[config.mk]
export PLATFORM = sky130hd
export DESIGN_NAME = dsp_27x27s_arbiter_flat
export DESIGN_NICKNAME = d
export VERILOG_FILES = /design/src/rtl/dsp_27x27s_arbiter_if.sv /design/src/rtl/dsp_27x27s_arbiter.sv /design/src/flat_wrapper.sv
export SDC_FILE = /design/constraint.sdc
export NUM_CORES = 2
export LEC_CHECK = 0
export CAP_MARGIN = 30
export CELL_PAD_IN_SITES_DETAIL_PLACEMENT = 0
export CELL_PAD_IN_SITES_GLOBAL_PLACEMENT = 1
export CORE_ASPECT_RATIO = 2
export CORE_MARGIN = 5
export CORE_UTILIZATION = 45
export CTS_BUF_LIST = sky130_fd_sc_hd__clkbuf_2 sky130_fd_sc_hd__clkbuf_4 sky130_fd_sc_hd__clkbuf_8
export DETAILED_ROUTE_END_ITERATION = 7
export GPL_TIMING_DRIVEN = 1
export PLACE_DENSITY_LB_ADDON = 0.1
export REMOVE_ABC_BUFFERS = 1
export SLEW_MARGIN = 0
export SYNTH_ARGS = -nofsm -noshare
export SYNTH_HDL_FRONTEND = slang
export SYNTH_SLANG_ARGS = --single-unit
[constraint.sdc]
create_clock -name clk -period 9.5 [get_ports clk]
set_input_delay 1.9 -clock clk [delete_from_list [all_inputs] [get_ports clk]]
set_output_delay 1.9 -clock clk [all_outputs]
set_load 0.02 [all_outputs]
[src/rtl/dsp_27x27s_arbiter_if.sv]
// Handshake bundle between DSP clients and the shared multiplier arbiter.
// master = client side, slave = arbiter side.
interface dsp_27x27s_arbiter_if #(
  parameter int NUM_REQ      = 4,
  parameter int AX_WIDTH     = 27,
  parameter int AY_WIDTH     = 27,
  parameter int RESULT_WIDTH = AX_WIDTH + AY_WIDTH,
  parameter int ID_WIDTH     = 2
);
  logic [NUM_REQ-1:0]          req_valid;
  logic [NUM_REQ-1:0]          req_ready;
  logic [NUM_REQ*AX_WIDTH-1:0] req_ax;
  logic [NUM_REQ*AY_WIDTH-1:0] req_ay;
  logic                        res_valid;
  logic                        res_ready;
  logic [ID_WIDTH-1:0]         res_id;
  logic [RESULT_WIDTH-1:0]     res_data;

  modport master (
    output req_valid, req_ax, req_ay, res_ready,
    input  req_ready, res_valid, res_id, res_data
  );

  modport slave (
    input  req_valid, req_ax, req_ay, res_ready,
    output req_ready, res_valid, res_id, res_data
  );
endinterface

[src/rtl/dsp_27x27s_arbiter.sv]
// Round-robin sharing of one signed 27x27 multiplier pipeline between
// NUM_REQ clients, with tagged results returned through a credited FIFO.
module dsp_27x27s #(
  parameter string FAMILY       = "Agilex",
  parameter int    LATENCY      = 3,
  parameter int    AX_WIDTH     = 27,
  parameter int    AY_WIDTH     = 27,
  parameter int    RESULT_WIDTH = AX_WIDTH + AY_WIDTH
) (
  input  logic                           clk,
  input  logic signed [AX_WIDTH-1:0]     ax_i,
  input  logic signed [AY_WIDTH-1:0]     ay_i,
  output logic signed [RESULT_WIDTH-1:0] result_o
);
  // Agilex-class blocks absorb an operand register; others pipeline the product only
  localparam bit IN_REG = (LATENCY >= 2) && (FAMILY == "Agilex");

  if (IN_REG) begin : g_inreg
    logic signed [AX_WIDTH-1:0]     ax_q;
    logic signed [AY_WIDTH-1:0]     ay_q;
    logic signed [RESULT_WIDTH-1:0] ax_x;
    logic signed [RESULT_WIDTH-1:0] ay_x;
    logic signed [RESULT_WIDTH-1:0] p_q [LATENCY-1];

    assign ax_x = RESULT_WIDTH'(ax_q);
    assign ay_x = RESULT_WIDTH'(ay_q);

    always_ff @(posedge clk) begin
      ax_q   <= ax_i;
      ay_q   <= ay_i;
      p_q[0] <= ax_x * ay_x;
      for (int i = 1; i < LATENCY - 1; i++) begin
        p_q[i] <= p_q[i-1];
      end
    end

    assign result_o = p_q[LATENCY-2];
  end else begin : g_outreg
    logic signed [RESULT_WIDTH-1:0] ax_x;
    logic signed [RESULT_WIDTH-1:0] ay_x;
    logic signed [RESULT_WIDTH-1:0] p_q [LATENCY];

    assign ax_x = RESULT_WIDTH'(ax_i);
    assign ay_x = RESULT_WIDTH'(ay_i);

    always_ff @(posedge clk) begin
      p_q[0] <= ax_x * ay_x;
      for (int i = 1; i < LATENCY; i++) begin
        p_q[i] <= p_q[i-1];
      end
    end

    assign result_o = p_q[LATENCY-1];
  end
endmodule

module dsp_27x27s_arbiter #(
  parameter string FAMILY       = "Agilex",
  parameter int    LATENCY      = 3,
  parameter int    NUM_REQ      = 4,
  parameter int    AX_WIDTH     = 27,
  parameter int    AY_WIDTH     = 27,
  parameter int    RESULT_WIDTH = AX_WIDTH + AY_WIDTH,
  parameter int    ID_WIDTH     = 2
) (
  input logic                clk,
  input logic                aclr_n,
  dsp_27x27s_arbiter_if.slave bus
);
  localparam int DEPTH = LATENCY + 2;
  localparam int CW    = $clog2(DEPTH + 1);
  localparam int PW    = $clog2(DEPTH);
  localparam int EW    = ID_WIDTH + RESULT_WIDTH;

  logic [LATENCY-1:0]      vld_q;
  logic [ID_WIDTH-1:0]     vid_q [LATENCY];
  logic [ID_WIDTH-1:0]     rr_ptr_q;
  logic [ID_WIDTH-1:0]     rr_ptr_d;
  logic [EW-1:0]           mem_q [DEPTH];
  logic [PW-1:0]           wr_ptr_q;
  logic [PW-1:0]           rd_ptr_q;
  logic [CW-1:0]           cnt_q;
  logic [CW-1:0]           cnt_d;
  logic [CW:0]             inflight;
  logic [CW:0]             used;
  logic                    can_issue;
  logic                    gnt_vld;
  logic [ID_WIDTH-1:0]     gnt_id;
  logic [AX_WIDTH-1:0]     ax_sel;
  logic [AY_WIDTH-1:0]     ay_sel;
  logic [RESULT_WIDTH-1:0] prod;
  logic                    push;
  logic                    pop;
  logic                    res_vld;

  function automatic logic [PW-1:0] ptr_inc(input logic [PW-1:0] p);
    return (p == PW'(DEPTH - 1)) ? '0 : p + 1'b1;
  endfunction

  // Credit counts both in-flight products and queued results
  always_comb begin
    inflight = '0;
    for (int i = 0; i < LATENCY; i++) begin
      inflight = inflight + (CW+1)'(vld_q[i]);
    end
    used      = inflight + (CW+1)'(cnt_q);
    can_issue = aclr_n && (used < (CW+1)'(DEPTH));
  end

  always_comb begin
    gnt_vld = 1'b0;
    gnt_id  = '0;
    for (int k = 0; k < NUM_REQ; k++) begin
      for (int i = 0; i < NUM_REQ; i++) begin
        if (can_issue && !gnt_vld && bus.req_valid[i] &&
            ((int'(rr_ptr_q) + k) % NUM_REQ == i)) begin
          gnt_vld = 1'b1;
          gnt_id  = ID_WIDTH'(i);
        end
      end
    end
  end

  always_comb begin
    rr_ptr_d = rr_ptr_q;
    if (gnt_vld) begin
      rr_ptr_d = (gnt_id == ID_WIDTH'(NUM_REQ - 1)) ? '0
                                                    : gnt_id + 1'b1;
    end
  end

  always_comb begin
    ax_sel = '0;
    ay_sel = '0;
    for (int i = 0; i < NUM_REQ; i++) begin
      if (gnt_id == ID_WIDTH'(i)) begin
        ax_sel = bus.req_ax[i*AX_WIDTH +: AX_WIDTH];
        ay_sel = bus.req_ay[i*AY_WIDTH +: AY_WIDTH];
      end
    end
  end

  assign bus.req_ready = gnt_vld ? (NUM_REQ'(1) << gnt_id) : '0;

  dsp_27x27s #(
    .FAMILY      (FAMILY),
    .LATENCY     (LATENCY),
    .AX_WIDTH    (AX_WIDTH),
    .AY_WIDTH    (AY_WIDTH),
    .RESULT_WIDTH(RESULT_WIDTH)
  ) u_mul (
    .clk     (clk),
    .ax_i    (ax_sel),
    .ay_i    (ay_sel),
    .result_o(prod)
  );

  assign push    = vld_q[LATENCY-1];
  assign res_vld = (cnt_q != '0);
  assign pop     = res_vld && bus.res_ready;

  always_comb begin
    unique case ({push, pop})
      2'b10:   cnt_d = cnt_q + 1'b1;
      2'b01:   cnt_d = cnt_q - 1'b1;
      default: cnt_d = cnt_q;
    endcase
  end

  always_ff @(posedge clk or negedge aclr_n) begin
    if (!aclr_n) begin
      vld_q    <= '0;
      rr_ptr_q <= '0;
      cnt_q    <= '0;
      wr_ptr_q <= '0;
      rd_ptr_q <= '0;
      for (int i = 0; i < LATENCY; i++) begin
        vid_q[i] <= '0;
      end
      for (int i = 0; i < DEPTH; i++) begin
        mem_q[i] <= '0;
      end
    end else begin
      vld_q[0] <= gnt_vld;
      vid_q[0] <= gnt_id;
      for (int i = 1; i < LATENCY; i++) begin
        vld_q[i] <= vld_q[i-1];
        vid_q[i] <= vid_q[i-1];
      end
      rr_ptr_q <= rr_ptr_d;
      cnt_q    <= cnt_d;
      if (push) begin
        mem_q[wr_ptr_q] <= {vid_q[LATENCY-1], prod};
        wr_ptr_q        <= ptr_inc(wr_ptr_q);
      end
      if (pop) begin
        rd_ptr_q <= ptr_inc(rd_ptr_q);
      end
    end
  end

  assign bus.res_valid = res_vld;
  assign {bus.res_id, bus.res_data} = mem_q[rd_ptr_q];

  always_ff @(posedge clk) begin
    if (aclr_n) begin
      assert (!(push && !pop && cnt_q == CW'(DEPTH)));
      assert ($onehot0(bus.req_ready));
    end
  end
endmodule

[src/flat_wrapper.sv]
// flat-port wrapper written by rule: the top's interface ports become plain ports
module dsp_27x27s_arbiter_flat 
#(
  parameter string FAMILY       = "      ",
  parameter int    LATENCY      = 3,
  parameter int    NUM_REQ      = 4,
  parameter int    AX_WIDTH     = 27,
  parameter int    AY_WIDTH     = 27,
  parameter int    RESULT_WIDTH = AX_WIDTH + AY_WIDTH,
  parameter int    ID_WIDTH     = 2
)
  (clk, aclr_n, bus_req_valid, bus_req_ax, bus_req_ay, bus_res_ready, bus_req_ready, bus_res_valid, bus_res_id, bus_res_data);
  dsp_27x27s_arbiter_if #(.NUM_REQ(NUM_REQ), .AX_WIDTH(AX_WIDTH), .AY_WIDTH(AY_WIDTH), .RESULT_WIDTH(RESULT_WIDTH), .ID_WIDTH(ID_WIDTH)) bus_i ();
  input logic clk;
  input logic aclr_n;
  input wire logic [$bits(bus_i.req_valid)-1:0] bus_req_valid;
  input wire logic [$bits(bus_i.req_ax)-1:0] bus_req_ax;
  input wire logic [$bits(bus_i.req_ay)-1:0] bus_req_ay;
  input wire logic [$bits(bus_i.res_ready)-1:0] bus_res_ready;
  output wire logic [$bits(bus_i.req_ready)-1:0] bus_req_ready;
  output wire logic [$bits(bus_i.res_valid)-1:0] bus_res_valid;
  output wire logic [$bits(bus_i.res_id)-1:0] bus_res_id;
  output wire logic [$bits(bus_i.res_data)-1:0] bus_res_data;
  assign bus_i.req_valid = bus_req_valid;
  assign bus_i.req_ax = bus_req_ax;
  assign bus_i.req_ay = bus_req_ay;
  assign bus_i.res_ready = bus_res_ready;
  assign bus_req_ready = bus_i.req_ready;
  assign bus_res_valid = bus_i.res_valid;
  assign bus_res_id = bus_i.res_id;
  assign bus_res_data = bus_i.res_data;
  dsp_27x27s_arbiter #(.FAMILY(FAMILY), .LATENCY(LATENCY), .NUM_REQ(NUM_REQ), .AX_WIDTH(AX_WIDTH), .AY_WIDTH(AY_WIDTH), .RESULT_WIDTH(RESULT_WIDTH), .ID_WIDTH(ID_WIDTH)) u_core (.clk(clk), .aclr_n(aclr_n), .bus(bus_i));
endmodule
==> flow_summary.ini <==
[route]
vias_per_cell = 5.11
drt-total-wl_um = 142000
route.detailed.wl_per_inst_um = 21.0
drtPass1Iterations = 7
route.detailed.drc = 0
dr_total_vias = 34600
drt-initial-drc-count = 1631
postRouteAntennaNets = 0

[clock_tree]
insertion_delay_ps = 730
cts_root_buffer = clkbuf_8
cts_buffers = 61
clockBufferDepth = 3
clock-sinks = 462
ctsHoldBuffers = 0
cts.reportedPaths.clkPinSlew_ps = 90
cts_tree = done
htree_levels = 2

[timing]
setup_viol = 29
tns_ps = -8020
fin_ws_ps = -482
drv_slew = 0
final-hold-violation-count = 0
tightest_slew_ps = 984
relSlewSlack_pct = 34.4
rsz0062_at_grt = true
fin_skew_ps = 84.8
final.min_clock_period_ps = 9980
finalCritPeriodShare_pct = 105
max_freq_ghz = 0.100

[global_routing]
grt_pass1_vias = 39000
track_usage_pct = 27.1
antenna_found_initial = 12
grt_first_pass_wirelength_um = 220000
grt.overflow.total = 0
grt_max_degree = 178

[synth]
netlist_area_sq_um = 44700
async_flop_share_pct = 64.9
synthCells = 4559
synth.avg_cell_area_sq_um = 9.81
yosysTopAreaCell = fa_1
yosys-top-cells-area = fa_1, dfrtp_1, dfxtp_1
synth_edf_count = 0
synth_top_area_share_pct = 34.2
yosys_warnings = 0
synth.ff_latch_count = 462
synth_ff_type = dfrtp_1
ys_seq_area_share_pct = 24.0
synth_cell_types = 80

[place]
port_buffers = 283
dp_cells = 6537
postPlaceCellArea_sq_um = 53700
gp_congestion = 0.930
dp_hpwl_um = 116000

[final_layout]
multiInputGateArea_sq_um = 31200
fillers = 8867
fin_cells = 6769
final_area_sq_um = 57900
fin_nets = 6540
drive_above_1_share_pct = 25.2
seq_area_sq_um = 10800
syn2layout_area_growth_pct = 29.4

[die]
core_sq_um = 98700
die_w_um = 233
fp.dieArea_sq_um = 106000
die_y_um = 456
initial_core_util_pct = 45.3
io_pins = 284
rows = 163

[critical_path]
endpoint_kind = flip-flop
crit_arrival_ps = 10630
worstSetupPathType = flip-flop to flip-flop
start_kind = flip-flop
critPathSlowestCell = fa_1
crit_required_ps = 10150
path_max_fanout = 6
slowest_delay_ps = 560
cp_common_cell = fa_1

[run]
drv_cap = 0

[status]
failed_checks = negative setup slack
status = finished, violations left

[worst_hold_path]
hp-class = flip-flop to flip-flop
## per-stage QoR
stage,setup WS (ps),util [%],hold WS (ps)
floorplan,-3460,-,310
global placement,-1010,54.4,311
detailed placement,-1100,54.4,312
CTS,-358,57.4,274
global route,-898,58.6,280
finish,-482,58.6,280
## synth_stat cells, drive strengths merged, types with 6 or more instances
cell	number
mux2i	117
fa	764
nand2	467
clkbuf	178
a22oi	20
dfxtp	162
nand3	18
xnor2	40
o21a	12
nor2	563
or2	7
o21ai	40
mux2	281
o21bai	8
a21o	67
inv	864
buf	49
nor3	14
nand2b	19
ha	169
dfrtp	300
xor2	19
o211ai	6
o22ai	58
a211oi	6
a311oi	6
and2	13
a21oi	224
## timing repair
action                                  CTS  global route
endpoints found under the setup margin   34            39
pin swaps                                48            63
resized for setup                       206           160
setup buffers                            50            45
gates cloned                              6             5
## state kept, by name, indices dropped and copies added, names as in the netlist
register and cells:
u_core.cnt_q 3, u_core.vld_q 3, u_core.rd_ptr_q 3, u_core.rr_ptr_q 2, u_core.wr_ptr_q 3, u_core.u_mul.g_outreg.p_q 162, u_core.vid_q 6, u_core.mem_q 280
## logic make-up (layout without fill, tap and decap cells)
kind of cell | Yosys count | in the layout | share of synthesized area, %
AO/OA/AOI/OAI | 486 | 486 | 6.89
XOR/XNOR | 59 | 59 | 1.16
adder cells (fa/ha/maj) | 933 | 933 | 38.9
buffers and inverters | 1092 | 1969 | 9.29
flip-flops | 462 | 462 | 24.0
multiplexers | 398 | 398 | 9.70
other | 0 | 13 | 0
AND/OR/NAND/NOR | 1129 | 1129 | 10.0
## worst max-delay path: cells and delay by family (launching register included)
kind	cells	cell delay (ps)
AO/OA/AOI/OAI	10	1720
flip-flops	1	420
AND/OR/NAND/NOR	8	1440
buffers and inverters	13	1310
adder cells (fa/ha/maj)	12	4980
## worst paths after layout
path	startpoint	endpoint	slack (ps)	cells past startpoint
setup / recovery	u_core.vld_q[0]	u_core.u_mul.g_outreg.p_q[0][39]	-480	43
hold / removal	u_core.u_mul.g_outreg.p_q[0][64]	u_core.u_mul.g_outreg.p_q[0][118]	280	0
setup reg to reg	u_core.vld_q[0]	u_core.u_mul.g_outreg.p_q[0][39]	-480	43
hold reg to reg	u_core.u_mul.g_outreg.p_q[0][64]	u_core.u_mul.g_outreg.p_q[0][118]	280	0
max in group asynchronous	aclr_n	u_core.mem_q[199]	5810	4
min in group asynchronous	aclr_n	u_core.rd_ptr_q[2]	1360	2
## cells in the final DEF (no fill, tap or decap), types with 10 or more instances in the layout
cell type,n
xnor2_1,39
a21oi_2,53
mux2i_1,117
ha_4,29
inv_2,19
nor2_1,529
o22ai_1,56
clkbuf_4,17
inv_1,844
nor2_4,10
nor2_2,24
nand2b_1,17
o21ai_2,12
nand3_1,12
a22oi_1,15
dfrtp_1,297
nor3_1,10
fa_1,739
clkbuf_8,78
dfxtp_1,162
clkdlybuf4s50_1,282
mux2_2,281
buf_4,547
a21oi_1,170
a21o_1,51
buf_8,10
xor2_1,18
o21a_1,11
buf_12,76
nand2_1,459
o21ai_0,21
and2_1,13
diode_2,13
fa_2,25
buf_6,66
ha_1,139
## final cells by class
| cell class | count | area share (%) |
|---|---|---|
| timing repair buffer | 990 | 16.5 |
| clock inverter | 20 | 0.450 |
| antenna | 13 | 0.0562 |
| tap | 1320 | 2.85 |
| multi-input combinational | 3005 | 53.8 |
| sequential | 462 | 18.6 |
| clock buffer | 95 | 2.08 |
| inverter | 864 | 5.61 |
## layer usage
layer	up-vias	share of wire (%)	global-route usage [%]
li1	15700	-	-
met1	17500	33	27.5
met2	952	56	52.4
met3	427	3.8	2.83
met4	2	7.6	15.7
met5	-	0.0049	0
Power is not shown: default switching activity piles up to over one toggle a cycle in this logic, so the estimate is an artifact.
